===== config.mk =====
export PLATFORM = sky130hd
export DESIGN_NAME = fifo_wr_arb
export DESIGN_NICKNAME = d
export VERILOG_FILES = /design/src/rtl/fifo_wr_arb_pkg.sv /design/src/rtl/fifo_wr_arb_rr_picker.sv /design/src/rtl/fifo_wr_arb.sv
export SDC_FILE = /design/constraint.sdc
export NUM_CORES = 1
export LEC_CHECK = 0
export ABC_AREA = 1
export CORE_ASPECT_RATIO = 0.7
export CORE_MARGIN = 4
export CORE_UTILIZATION = 32
export CTS_CLUSTER_DIAMETER = 50
export DETAILED_ROUTE_END_ITERATION = 8
export GPL_ROUTABILITY_DRIVEN = 0
export PLACE_DENSITY = 0.81
export SETUP_SLACK_MARGIN = 0.05
export SLEW_MARGIN = 20
export SYNTH_ARGS = -nofsm -noshare
export SYNTH_HDL_FRONTEND = slang
export SYNTH_HIERARCHICAL = 1
export SYNTH_SLANG_ARGS = --single-unit
export TNS_END_PERCENT = 50

===== constraint.sdc =====
create_clock -name clk -period 1.8 [get_ports clk]
set_input_delay 0.27 -clock clk [delete_from_list [all_inputs] [get_ports clk]]
set_output_delay 0.27 -clock clk [all_outputs]
set_load 0.02 [all_outputs]

===== src/rtl/fifo_wr_arb_pkg.sv =====
// Shared types and the round-robin pick helper for fifo_wr_arb.
package fifo_wr_arb_pkg;

    localparam int unsigned MAX_REQ  = 16;
    localparam int unsigned MAX_ID_W = 4;

    typedef enum logic {
        IDLE = 1'b0,
        LOCK = 1'b1
    } arb_state_t;

    // First set bit of valid scanning ptr, ptr+1, ... modulo n_req; 0 when none is set.
    function automatic logic [MAX_ID_W-1:0] rr_pick(
        input logic [MAX_REQ-1:0]  valid,
        input logic [MAX_ID_W-1:0] ptr,
        input int unsigned         n_req
    );
        logic [MAX_ID_W-1:0] idx;
        logic                found;
        int unsigned         cand;
        idx   = '0;
        found = 1'b0;
        for (int unsigned i = 0; i < MAX_REQ; i++) begin
            if (i < n_req && !found) begin
                cand = 32'(ptr) + i;
                if (cand >= n_req) begin
                    cand = cand - n_req;
                end
                if (valid[MAX_ID_W'(cand)]) begin
                    idx   = MAX_ID_W'(cand);
                    found = 1'b1;
                end
            end
        end
        return idx;
    endfunction

endpackage


===== src/rtl/fifo_wr_arb_rr_picker.sv =====
// Combinational round-robin picker: rotate valid by ptr, priority-encode, unrotate.
module rr_picker
    import fifo_wr_arb_pkg::*;
#(
    parameter int unsigned N_REQ = 4
) (
    input  logic [N_REQ-1:0]         valid,
    input  logic [$clog2(N_REQ)-1:0] ptr,
    output logic [$clog2(N_REQ)-1:0] pick_c,
    output logic                     any_valid_c
);

    localparam int unsigned ID_W = $clog2(N_REQ);

    logic [MAX_REQ-1:0]  rot;
    logic [MAX_ID_W-1:0] enc;
    int unsigned         src;
    int unsigned         unrot;

    always_comb begin
        rot   = '0;
        src   = 0;
        unrot = 0;
        for (int unsigned i = 0; i < N_REQ; i++) begin
            src = 32'(ptr) + i;
            if (src >= N_REQ) begin
                src = src - N_REQ;
            end
            rot[MAX_ID_W'(i)] = valid[ID_W'(src)];
        end
        // After rotation the highest priority sits at bit 0, so a plain scan from 0 suffices.
        enc   = rr_pick(rot, '0, N_REQ);
        unrot = 32'(enc) + 32'(ptr);
        if (unrot >= N_REQ) begin
            unrot = unrot - N_REQ;
        end
        pick_c      = ID_W'(unrot);
        any_valid_c = |valid;
    end

endmodule


===== src/rtl/fifo_wr_arb.sv =====
// Round-robin, packet-locked arbiter for the single FIFO write port.
// Optional per-requester accepted-word counters under FIFO_WR_ARB_STATS_EN.
module fifo_wr_arb
    import fifo_wr_arb_pkg::*;
#(
    parameter int unsigned N_REQ      = 4,
    parameter int unsigned DATA_WIDTH = 8
`ifdef FIFO_WR_ARB_STATS_EN
    ,
    parameter int unsigned CNT_WIDTH  = 16
`endif
) (
    input  logic                        clk,
    input  logic                        rst,
    input  logic [N_REQ-1:0]            req_valid,
    input  logic [N_REQ*DATA_WIDTH-1:0] req_data,
    input  logic [N_REQ-1:0]            req_last,
    output logic [N_REQ-1:0]            req_ready,
    output logic                        fifo_w_en,
    output logic [DATA_WIDTH-1:0]       fifo_data_in,
    input  logic                        fifo_full,
    output logic                        busy,
    output logic [$clog2(N_REQ)-1:0]    grant_id
`ifdef FIFO_WR_ARB_STATS_EN
    ,
    output logic [N_REQ*CNT_WIDTH-1:0]  stat_count
`endif
);

    localparam int unsigned ID_W = $clog2(N_REQ);

    arb_state_t      state;
    arb_state_t      state_d;
    logic [ID_W-1:0] ptr;
    logic [ID_W-1:0] ptr_d;
    logic [ID_W-1:0] grant_d;
    logic [ID_W-1:0] pick_c;
    logic            any_valid_c;
    logic            xfer_c;

    rr_picker #(
        .N_REQ (N_REQ)
    ) u_picker (
        .valid       (req_valid),
        .ptr         (ptr),
        .pick_c      (pick_c),
        .any_valid_c (any_valid_c)
    );

    always_ff @(posedge clk or posedge rst) begin
        if (rst) begin
            state    <= IDLE;
            ptr      <= '0;
            grant_id <= '0;
        end else begin
            state    <= state_d;
            ptr      <= ptr_d;
            grant_id <= grant_d;
        end
    end

    // Owner keeps the port until its last word is accepted; ptr moves only at packet end.
    always_comb begin
        state_d   = state;
        ptr_d     = ptr;
        grant_d   = grant_id;
        req_ready = '0;
        xfer_c    = 1'b0;
        case (state)
            IDLE: begin
                if (any_valid_c) begin
                    grant_d = pick_c;
                    state_d = LOCK;
                end
            end
            LOCK: begin
                req_ready[grant_id] = ~fifo_full;
                xfer_c              = req_valid[grant_id] & ~fifo_full;
                if (xfer_c && req_last[grant_id]) begin
                    state_d = IDLE;
                    ptr_d   = (grant_id == ID_W'(N_REQ - 1)) ? '0 : grant_id + ID_W'(1);
                end
            end
            default: state_d = IDLE;
        endcase
    end

    assign fifo_w_en    = xfer_c;
    assign fifo_data_in = req_data[grant_id*DATA_WIDTH +: DATA_WIDTH];
    assign busy         = (state == LOCK);

`ifdef FIFO_WR_ARB_STATS_EN
    logic [CNT_WIDTH-1:0] cnt_q [N_REQ];

    // Counters wrap naturally at 2^CNT_WIDTH.
    always_ff @(posedge clk or posedge rst) begin
        if (rst) begin
            for (int i = 0; i < int'(N_REQ); i++) begin
                cnt_q[i] <= '0;
            end
        end else if (xfer_c) begin
            cnt_q[grant_id] <= cnt_q[grant_id] + CNT_WIDTH'(1);
        end
    end

    for (genvar g = 0; g < int'(N_REQ); g++) begin : g_stat
        assign stat_count[g*CNT_WIDTH +: CNT_WIDTH] = cnt_q[g];
    end
`endif

endmodule


==> results of run 1 <==
## metal layers
layer	global-route usage, %	vias up	routed length, um
met2	25.1	46	1300
li1	-	629	-
met5	0	-	0
met4	7.01	0	52
met1	20.8	499	1290
met3	5.30	7	226
## cells in the final DEF, fill, tap and decap left out
master / Yosys / layout
nand2_1: 36 / 34
inv_1: 14 / 12
inv_2: 5 / 7
dfrtp_2: 0 / 1
o21ai_2: 0 / 1
buf_6: 3 / 2
clkdlybuf4s15_1: 0 / 3
o21ai_0: 15 / 15
nand3_2: 1 / 1
clkbuf_2: 0 / 9
nand2_2: 5 / 7
dlymetal6s2s_1: 0 / 1
dlygate4sd2_1: 0 / 3
ha_2: 0 / 1
buf_12: 0 / 1
clkdlybuf4s50_1: 0 / 41
clkinv_1: 2 / 2
nor2_1: 26 / 25
buf_4: 2 / 18
nand3_1: 5 / 5
or2_2: 1 / 1
nand2_4: 1 / 1
o21ai_1: 2 / 1
dfrtp_1: 5 / 4
nand4_1: 3 / 3
or2_1: 1 / 1
a21oi_2: 1 / 1
clkbuf_8: 0 / 3
a21oi_1: 4 / 4
nand3_4: 1 / 1
nor2_2: 1 / 2
o22ai_1: 8 / 8
ha_1: 5 / 4
clkbuf_1: 1 / 1
clkinv_4: 0 / 1
## worst max-delay path, delay by kind of cell (launching register included)
kind	cells	cell delay (ns)
adders and majority gates	1	0.19
AOI/OAI and AO/OA	2	0.19
and+or+nand+nor	8	0.63
buffers and inverters	3	0.21
DFF	1	0.44
## kinds of logic (layout without fill, tap and decap cells)
group                      count (synthesis)  count (layout)  synth area share, %
DFF                                        5               5                 14.5
buffers and inverters                     29             104                 16.8
adders and majority gates                  5               5                 7.26
and+or+nand+nor                           81              81                 42.4
AOI/OAI and AO/OA                         30              30                 19.0
## power breakdown
| part | switching (mW) | total (mW) | internal [mW] |
|---|---|---|---|
| clock network | 0.0614 | 0.214 | 0.153 |
| logic | 1.05 | 1.91 | 0.856 |
| registers | 0.0634 | 0.228 | 0.164 |
| total | 1.18 | 2.35 | 1.17 |
## path summary, 6_finish.rpt
path | depth (start not counted) | end
hold reg to reg | 3 | busy
setup / recovery | 14 | grant_id[1]
max in group asynchronous | 2 | ptr[0]
min in group clk | 3 | busy
setup reg to reg | 14 | grant_id[1]
hold / removal | 2 | grant_id[0]
## registers in the layout (all words and copies together), names as in the netlist
register and count:
grant_id 2, busy 1, ptr 2
## area by class of cell
class                      count  area [um^2]  area share [%]
sequential                     5          126            7.85
inverter                      22         87.6            5.44
tap                           34         42.5            2.64
timing repair buffer          78          702            43.6
clock buffer                   4         45.0            2.80
multi-input combinational    116          606            37.6
## metrics by stage
step                hold slack [ns]  utilization [%]  instance area [um^2]
floorplan                    0.0485                -                   862
global route                  0.272             64.0                  1610
CTS                           0.256             63.1                  1590
global placement              0.493             62.0                  1560
finish                        0.246             64.0                  1610
detailed placement            0.493             62.0                  1560
## repair_timing
item | in CTS | in global routing
buffers inserted | 0 | 4
pin swaps | 0 | 13
resized for setup | 18 | 37
endpoints found under the setup margin | 15 | 15
==> results.sh, run 1 <==
export IMPL_netlist_area_leader_share_pct=15.7
export IMPL_tightest_slew_ns=0.232
export IMPL_rsz0062_at_grt="true"
export IMPL_ys_ff_latch=5
export IMPL_layout_cells_non_filler=259
export IMPL_io_buffers=58
export IMPL_cts_inserted_buffers=3
export IMPL_synth_edff_count=0
export IMPL_crit_top_cell="nand2_1"
export IMPL_fin_crit_ns=1.76
export IMPL_status="complete, no violations"
export IMPL_drt_iter0_drc=81
export IMPL_rrSetupSlack_ns=0.04
export IMPL_drt_pass1_iterations=4
export IMPL_die_h_um=51.4
export IMPL_grt_overflow=0
export IMPL_p_total_mw=2.35
export IMPL_leakage_nw=0.789
export IMPL_fin_ws_ns=0.0400
export IMPL_core_area_um2=2510
export IMPL_path_max_fanout=4
export IMPL_h_tree_depth=1
export IMPL_clk_latency_ns=0.23
export IMPL_grt_pass1_wl_mm=4.57
export IMPL_clkSinkCount=5
export IMPL_crit_slowest_cell="dfrtp_2"
export IMPL_grt_max_degree=14
export IMPL_ys_types=26
export IMPL_post_place_ws_ns=-0.253
export IMPL_die_w_um=70.0
export IMPL_routedWlPerCell_um=11.1
export IMPL_yosys_top_cells_area="nand2_1 16%, dfrtp_1 15%, nor2_1 11%"
export IMPL_startpoint="ptr[0]"
export IMPL_wl_mm=2.87
export IMPL_worstHoldPathType="in2async"
export IMPL_path_class="reg2reg"
export IMPL_drive_gt1_share_pct=25.8
export IMPL_syn_num_nets=198
export IMPL_viasPerCell=4.56
export IMPL_start_util_pct=34.3
export IMPL_synth_common_cells="36 x nand2_1, 26 x nor2_1, 15 x o21ai_0"
export IMPL_place_inst=251
export IMPL_area_delta_synth_final_pct=86.6
export IMPL_power_density_nw_per_um2=1460
export IMPL_setup_tns_ns=0
export IMPL_fin_nets=274
export IMPL_syn_area_per_cell_um2=5.75
export IMPL_cts_tree="yes"
export IMPL_path_cells="buf_6, nand2_1, nand2_1, nand2_1, nand2_1, inv_2, or2_1, a21oi_2, ha_2, inv_2, nand2_1, nand2_1, nor2_1, a21oi_1"
export IMPL_slew_headroom_pct=84.6
export IMPL_hold_violations=0
export IMPL_drc=0
export IMPL_setup_viol=0
export IMPL_synth_top_area_cell="nand2_1"
export IMPL_crit_required_ns=1.91
export IMPL_die_area_um2=3600
export IMPL_n_antenna_cell=0
export IMPL_cts_clk_slew_worst_paths_ns=0.04
export IMPL_vdd_ir_drop_max_v=0.000717
export IMPL_ant_nets=0
export IMPL_num_vias=1181
export IMPL_fin_skew_ns=0.00452
export IMPL_clockBufferDepth=2
export IMPL_critPathMaxStageDelay_ns=0.44
export IMPL_cts_root_buf="clkbuf_8"
export IMPL_crit_arrival_ns=1.87
export IMPL_io_pin_count=59
export IMPL_synth_top_flop_cell="dfrtp_1"
export IMPL_cp_start_kind="flip-flop"
export IMPL_first_global_vias=1054
export IMPL_antenna_found_initial=0
export IMPL_maxCapViolations=0
export IMPL_endpoint_kind="flip-flop"
export IMPL_dp_hpwl_mm=2.31
export IMPL_yosysMostFrequentCell="nand2_1"
export IMPL_rows=15
export IMPL_track_usage_pct=16.3
export IMPL_postCtsHoldBufs=0
export IMPL_fin_crit_sh_pct=97.8
export IMPL_synthesis_instances=150
export IMPL_drv_slew=0
export IMPL_yosysSeqAreaShare_pct=14.5
export IMPL_async_flop_share_pct=100
export IMPL_yosysWarnings=6
export IMPL_regToRegStartpoint="ptr[0]"
export IMPL_fill_cells=249
export IMPL_timing_fmax_ghz=0.568
export IMPL_syn_area_um2=862
(Power assumes the default switching activity.)
==> run 2: changes to the inputs <==
Settings changed: CORE_UTILIZATION 32 to 38, PLACE_DENSITY 0.81 to unset, PLACE_DENSITY_LB_ADDON set to 0.25.
Clock period 1.8 ns to 2.2 ns, I/O delays scaled along.
==> run 2 against run 1 <==
Against the previous run: die area is 14% lower; clock-buffer cell count stayed put; final area is 6.5% lower; combinational power is 27% lower; cell count is 7.3% lower; sequential power is 11% lower; wire length is 8.3% higher; critical path depth is 10 lower.
==> results.sh, run 2 (synthesis gave the netlist of run 1 again) <==
export IMPL_status="complete, no violations"
export IMPL_die_area_um2=3110
export IMPL_p_int_mw=0.791
export IMPL_ant_nets=0
export IMPL_crit_slowest_cell="clkdlybuf4s50_1"
export IMPL_critPathMaxStageDelay_ns=0.64
export IMPL_endpoint_kind="output port"
export IMPL_area_delta_synth_final_pct=74.5
export IMPL_h_tree_depth=1
export IMPL_crit_arrival_ns=1.78
export IMPL_hold_violations=0
export IMPL_power_frac_clock_pct=6.0
export IMPL_clockBufferDepth=2
export IMPL_startpoint="grant_id[0]"
export IMPL_routedWlPerCell_um=12.9
export IMPL_fin_skew_ns=0.00329
export IMPL_first_global_vias=1036
export IMPL_cts_inserted_buffers=3
export IMPL_path_max_fanout=9
export IMPL_cts_tree="yes"
export IMPL_grt_pass1_wl_mm=4.89
export IMPL_tightest_slew_ns=0.425
export IMPL_worstHoldPathType="in2async"
export IMPL_start_util_pct=40.0
export IMPL_wl_mm=3.11
export IMPL_rows=14
export IMPL_dp_hpwl_mm=2.49
export IMPL_leakage_nw=0.770
export IMPL_fin_crit_sh_pct=96.0
export IMPL_fin_area_um2=1500
export IMPL_setup_tns_ns=0
export IMPL_die_w_um=64.9
export IMPL_r2r_end="grant_id[1]"
export IMPL_cp_start_kind="flip-flop"
export IMPL_hold_ws_ns=0.290
export IMPL_die_h_um=47.9
export IMPL_grt_max_degree=24
export IMPL_drt_pass1_iterations=4
export IMPL_antenna_found_initial=0
export IMPL_swShare_pct=53.5
export IMPL_slew_headroom_pct=71.6
export IMPL_fin_nets=257
export IMPL_place_area_um2=1450
export IMPL_comb_power_share_pct=82.1
export IMPL_core_area_um2=2150
export IMPL_drt_iter0_drc=41
export IMPL_cts_clk_slew_worst_paths_ns=0.04
export IMPL_vdd_ir_drop_max_v=0.000690
export IMPL_num_vias=1127
export IMPL_rrSetupSlack_ns=0.28
export IMPL_critical_path_endpoint="fifo_data_in[7]"
export IMPL_path_class="reg2out"
export IMPL_clk_latency_ns=0.24
export IMPL_setup_viol=0
export IMPL_track_usage_pct=20.2
export IMPL_seqPwrFrac_pct=11.9
export IMPL_cp_depth=4
export IMPL_crit_family="buffers and inverters"
export IMPL_rsz0062_at_grt="true"
export IMPL_regToRegStartpoint="ptr[0]"
export IMPL_n_antenna_cell=0
export IMPL_drc=0
export IMPL_postCtsHoldBufs=0
export IMPL_reg2reg_depth=13
export IMPL_io_pin_count=59
export IMPL_layout_cells_non_filler=240
export IMPL_power_switching_mw=0.912
export IMPL_place_inst=236
export IMPL_p_total_mw=1.70
export IMPL_drive_gt1_share_pct=11.5
export IMPL_clkSinkCount=5
export IMPL_cts_root_buf="clkbuf_4"
export IMPL_fin_crit_ns=2.11
export IMPL_maxCapViolations=0
export IMPL_viasPerCell=4.70
export IMPL_io_buffers=58
export IMPL_final_cell_mix="49 x clkdlybuf4s50_1, 36 x nand2_1, 26 x nor2_1"
export IMPL_post_cts_setup_buffers=0
export IMPL_timing_fmax_ghz=0.473
export IMPL_grt_overflow=0
export IMPL_power_density_nw_per_um2=1130
export IMPL_crit_required_ns=1.87
export IMPL_drv_slew=0
export IMPL_final_common_cell="clkdlybuf4s50_1"
export IMPL_path_buf_inv=2
export IMPL_path_cells="buf_4, o21ai_0, o22ai_1, clkdlybuf4s50_1"
[run 2: cell count changes in the layout (fill, tap and decap cells not counted), sizes merged]
cell / delta
clkdlybuf4s50: +8
clkbuf: -9
clkinv: -1
dlymetal6s2s: +7
dlygate4sd2: -2
inv: +1
buf: -18
clkdlybuf4s15: -3
[run 2: layer usage]
layer,routed length [um],vias to the layer above,GRT usage [%]
met5,0,-,0
met4,0,0,0.840
met3,155,0,3.99
met2,1600,28,38.8
met1,1360,502,25.1
li1,-,597,-
[run 2: worst reg2reg max path, stage by stage, from the launching register on]
cell	delay (ns)
dfrtp_1	0.59
nand2_1	0.12
nand2_1	0.08
nand2_1	0.08
nand2_1	0.07
inv_1	0.04
or2_1	0.23
a21oi_2	0.13
ha_1	0.17
inv_1	0.04
nand2_1	0.06
nand2_1	0.05
nor2_1	0.10
a21oi_1	0.05
[run 2: area by class of cell]
class / count / area (um^2)
sequential: 5 / 125
timing repair buffer: 61 / 622
fill: 198 / 651
tap: 32 / 40.0
multi-input combinational: 116 / 597
inverter: 22 / 93.8
clock buffer: 4 / 26.3
[run 2: repair_timing]
item / CTS / global route
resized for setup: 4 / 9
endpoints found under the setup margin: 11 / 10
hold endpoints to repair: 0 / 0
[run 2: how the worst min path moves through the flow]
stage	startpoint	to	slack [ns]	depth (start not counted)
after floorplan	rst	busy	0.11	1
after global placement	rst	grant_id[1]	0.53	2
after detailed placement	rst	grant_id[1]	0.55	2
after CTS	rst	grant_id[0]	0.29	2
after global routing	rst	ptr[1]	0.30	2
final	rst	ptr[1]	0.29	2
[run 2: power groups by stage]
stage	Combinational, mW	Sequential, mW	Clock (mW)
final	1.40	0.202	0.103
after global routing	1.55	0.213	0.114
after CTS	1.42	0.197	0.108
after detailed placement	1.41	0.193	0
after global placement	1.38	0.191	0
after floorplan	0.911	0.209	0
[run 2: through the flow]
step / worst slack (ns) / utilization (%)
global placement: 0.0424 / 67.2
global route: -0.00377 / 69.8
floorplan: 0.519 / -
CTS: 0.0645 / 68.8
detailed placement: 0.0173 / 67.2
finish: 0.0875 / 69.8
==> run 3: changes to the inputs <==
Settings changed: ABC_AREA 1 to unset, CORE_UTILIZATION 38 to 34.
==> run 3 against run 2 <==
Against the previous run: sequential cell count did not move; largest cell class unchanged; largest power group unchanged; die area fell by 9.1%; maximum frequency rose by 1.2%; first-iteration DRC count fell by 59%; sequential power fell by 6%.
==> results.sh, run 3 <==
export IMPL_yosysWarnings=6
export IMPL_synth_top_area_cell="mux4_2"
export IMPL_netlist_area_leader_share_pct=29.4
export IMPL_antenna_found_initial=0
export IMPL_ys_ff_latch=5
export IMPL_wl_mm=2.42
export IMPL_status="complete, no violations"
export IMPL_syn_area_um2=689
export IMPL_rrSetupSlack_ns=0.54
export IMPL_synth_common_cells="9 x mux4_2, 5 x dfrtp_1, 5 x ha_1, 5 x nand2_1, 4 x and2_1"
export IMPL_reg2reg_depth=4
export IMPL_slew_headroom_pct=83.6
export IMPL_fin_crit_ns=2.09
export IMPL_fin_ws_ns=0.113
export IMPL_yosysMostFrequentCell="mux4_2"
export IMPL_rsz0062_at_grt="true"
export IMPL_timing_fmax_ghz=0.479
export IMPL_drc=0
export IMPL_layout_cells_non_filler=153
export IMPL_crit_arrival_ns=1.76
export IMPL_rows=13
export IMPL_synth_top_flop_cell="dfrtp_1"
export IMPL_clkSinkCount=5
export IMPL_crit_required_ns=1.87
export IMPL_clockBufferDepth=2
export IMPL_routedWlPerCell_um=15.8
export IMPL_grt_max_degree=17
export IMPL_die_w_um=61.8
export IMPL_async_flop_share_pct=100
export IMPL_power_density_nw_per_um2=916
export IMPL_setup_tns_ns=0
export IMPL_synth_edff_count=0
export IMPL_tightest_slew_ns=0.246
export IMPL_ant_nets=0
export IMPL_cts_inserted_buffers=3
export IMPL_cts_tree="yes"
export IMPL_fin_crit_sh_pct=94.8
export IMPL_io_buffers=58
export IMPL_place_inst=149
export IMPL_worstHoldPathType="in2async"
export IMPL_final_cell_mix="47 x clkdlybuf4s50_1, 9 x mux4_2, 9 x dlygate4sd2_1"
export IMPL_cp_start_kind="flip-flop"
export IMPL_drive_gt1_share_pct=17.6
export IMPL_hold_violations=0
export IMPL_die_area_um2=2820
export IMPL_clk_latency_ns=0.25
export IMPL_die_h_um=45.7
export IMPL_h_tree_depth=1
export IMPL_leakage_nw=0.588
export IMPL_cts_clk_slew_worst_paths_ns=0.05
export IMPL_endpoint_kind="output port"
export IMPL_start_util_pct=36.5
export IMPL_final_common_cell="clkdlybuf4s50_1"
export IMPL_post_place_ws_ns=-0.0286
export IMPL_syn_area_per_cell_um2=10.6
export IMPL_grt_pass1_wl_mm=3.80
export IMPL_place_area_um2=1350
export IMPL_path_class="reg2out"
export IMPL_core_area_um2=1890
export IMPL_yosys_top_cells_area="mux4_2 29%, dfrtp_1 18%, ha_1 9.1%"
export IMPL_num_vias=785
export IMPL_area_delta_synth_final_pct=98.4
export IMPL_regToRegStartpoint="grant_id[0]"
export IMPL_drt_iter0_drc=17
export IMPL_synthesis_instances=65
export IMPL_r2r_end="ptr[1]"
export IMPL_io_pin_count=59
export IMPL_fin_area_um2=1370
export IMPL_track_usage_pct=19.2
export IMPL_dp_hpwl_mm=2.05
export IMPL_viasPerCell=5.13
export IMPL_yosysSeqAreaShare_pct=18.1
export IMPL_drv_slew=0
export IMPL_fin_nets=180
export IMPL_first_global_vias=754
export IMPL_n_antenna_cell=0
export IMPL_ys_types=29
export IMPL_fin_skew_ns=0.0105
export IMPL_drt_pass1_iterations=2
export IMPL_setup_viol=0
export IMPL_vdd_ir_drop_max_v=0.000709
export IMPL_syn_num_nets=113
export IMPL_path_max_fanout=16
export IMPL_grt_overflow=0
export IMPL_cts_root_buf="clkbuf_4"
export IMPL_maxCapViolations=0
run 3: cell count changes in the layout (fill, tap and decap cells not counted), moves of 8 or more:
cell           before  now
nand2_1            36    5
nor2_1             26    3
inv_1              14    3
o21ai_0            15    3
dlygate4sd2_1       1    9
mux4_2              0    9
run 3: logic make-up (layout without fill, tap and decap cells):
kind of cell	after synthesis	after routing	synth area share, %
AO/OA/AOI/OAI	11	11	11.4
XOR/XNOR	1	1	1.27
adder cells (fa/ha/maj)	5	5	9.07
buffers and inverters	6	72	4.17
flip-flops	5	5	18.1
multiplexers	13	13	35.6
AND/OR/NAND/NOR	24	24	20.3
run 3: layout make-up:
class / count / area (um^2)
inverter: 3 / 11.3
timing repair buffer: 65 / 639
tap: 22 / 27.5
clock buffer: 4 / 26.3
multi-input combinational: 54 / 538
sequential: 5 / 125
fill: 158 / 519
run 3: through the flow:
stage | hold slack, ns | power (mW) | util [%]
2_1_floorplan | 0.109 | 0.772 | -
3_3_place_gp | 0.539 | 1.20 | 71.3
3_5_place_dp | 0.550 | 1.21 | 71.3
4_1_cts | 0.279 | 1.27 | 72.1
5_1_grt | 0.301 | 1.35 | 72.5
6_report | 0.279 | 1.25 | 72.5
run 3: worst max-delay path by stage:
| stage | start | end |
|---|---|---|
| floorplan | grant_id[0] | fifo_data_in[0] |
| global placement | fifo_full | fifo_w_en |
| detailed placement | fifo_full | fifo_w_en |
| CTS | grant_id[0] | req_ready[0] |
| global route | grant_id[1] | req_ready[0] |
| finish | grant_id[0] | req_ready[0] |
run 3: what timing repair did:
item                       CTS  global route
resized for setup            9             3
setup buffers                0             0
setup endpoints to repair    9             4
hold buffers                 0             0
run 3: worst max-delay path, cell delays in order, from the launching register on:
cell,delay [ns]
dfrtp_1,0.40
buf_12,0.17
inv_1,0.09
ha_1,0.14
and2_1,0.10
clkdlybuf4s50_1,0.60
run 3: power by group:
part	leakage, nW	switching, mW	total [mW]	internal [mW]
Sequential	0.0582	0.0559	0.190	0.134
Combinational	0.515	0.442	0.954	0.512
Clock	0.0150	0.0403	0.109	0.0687
run 3: per-layer routing:
layer	global-route usage, %	wire length, um	vias to the layer above	share of wire (%)
li1	-	-	383	-
met2	31.1	1130	34	47
met1	24.5	1020	364	42
met3	6.52	253	4	10
met4	5.08	18	0	0.74
met5	0	0	-	0
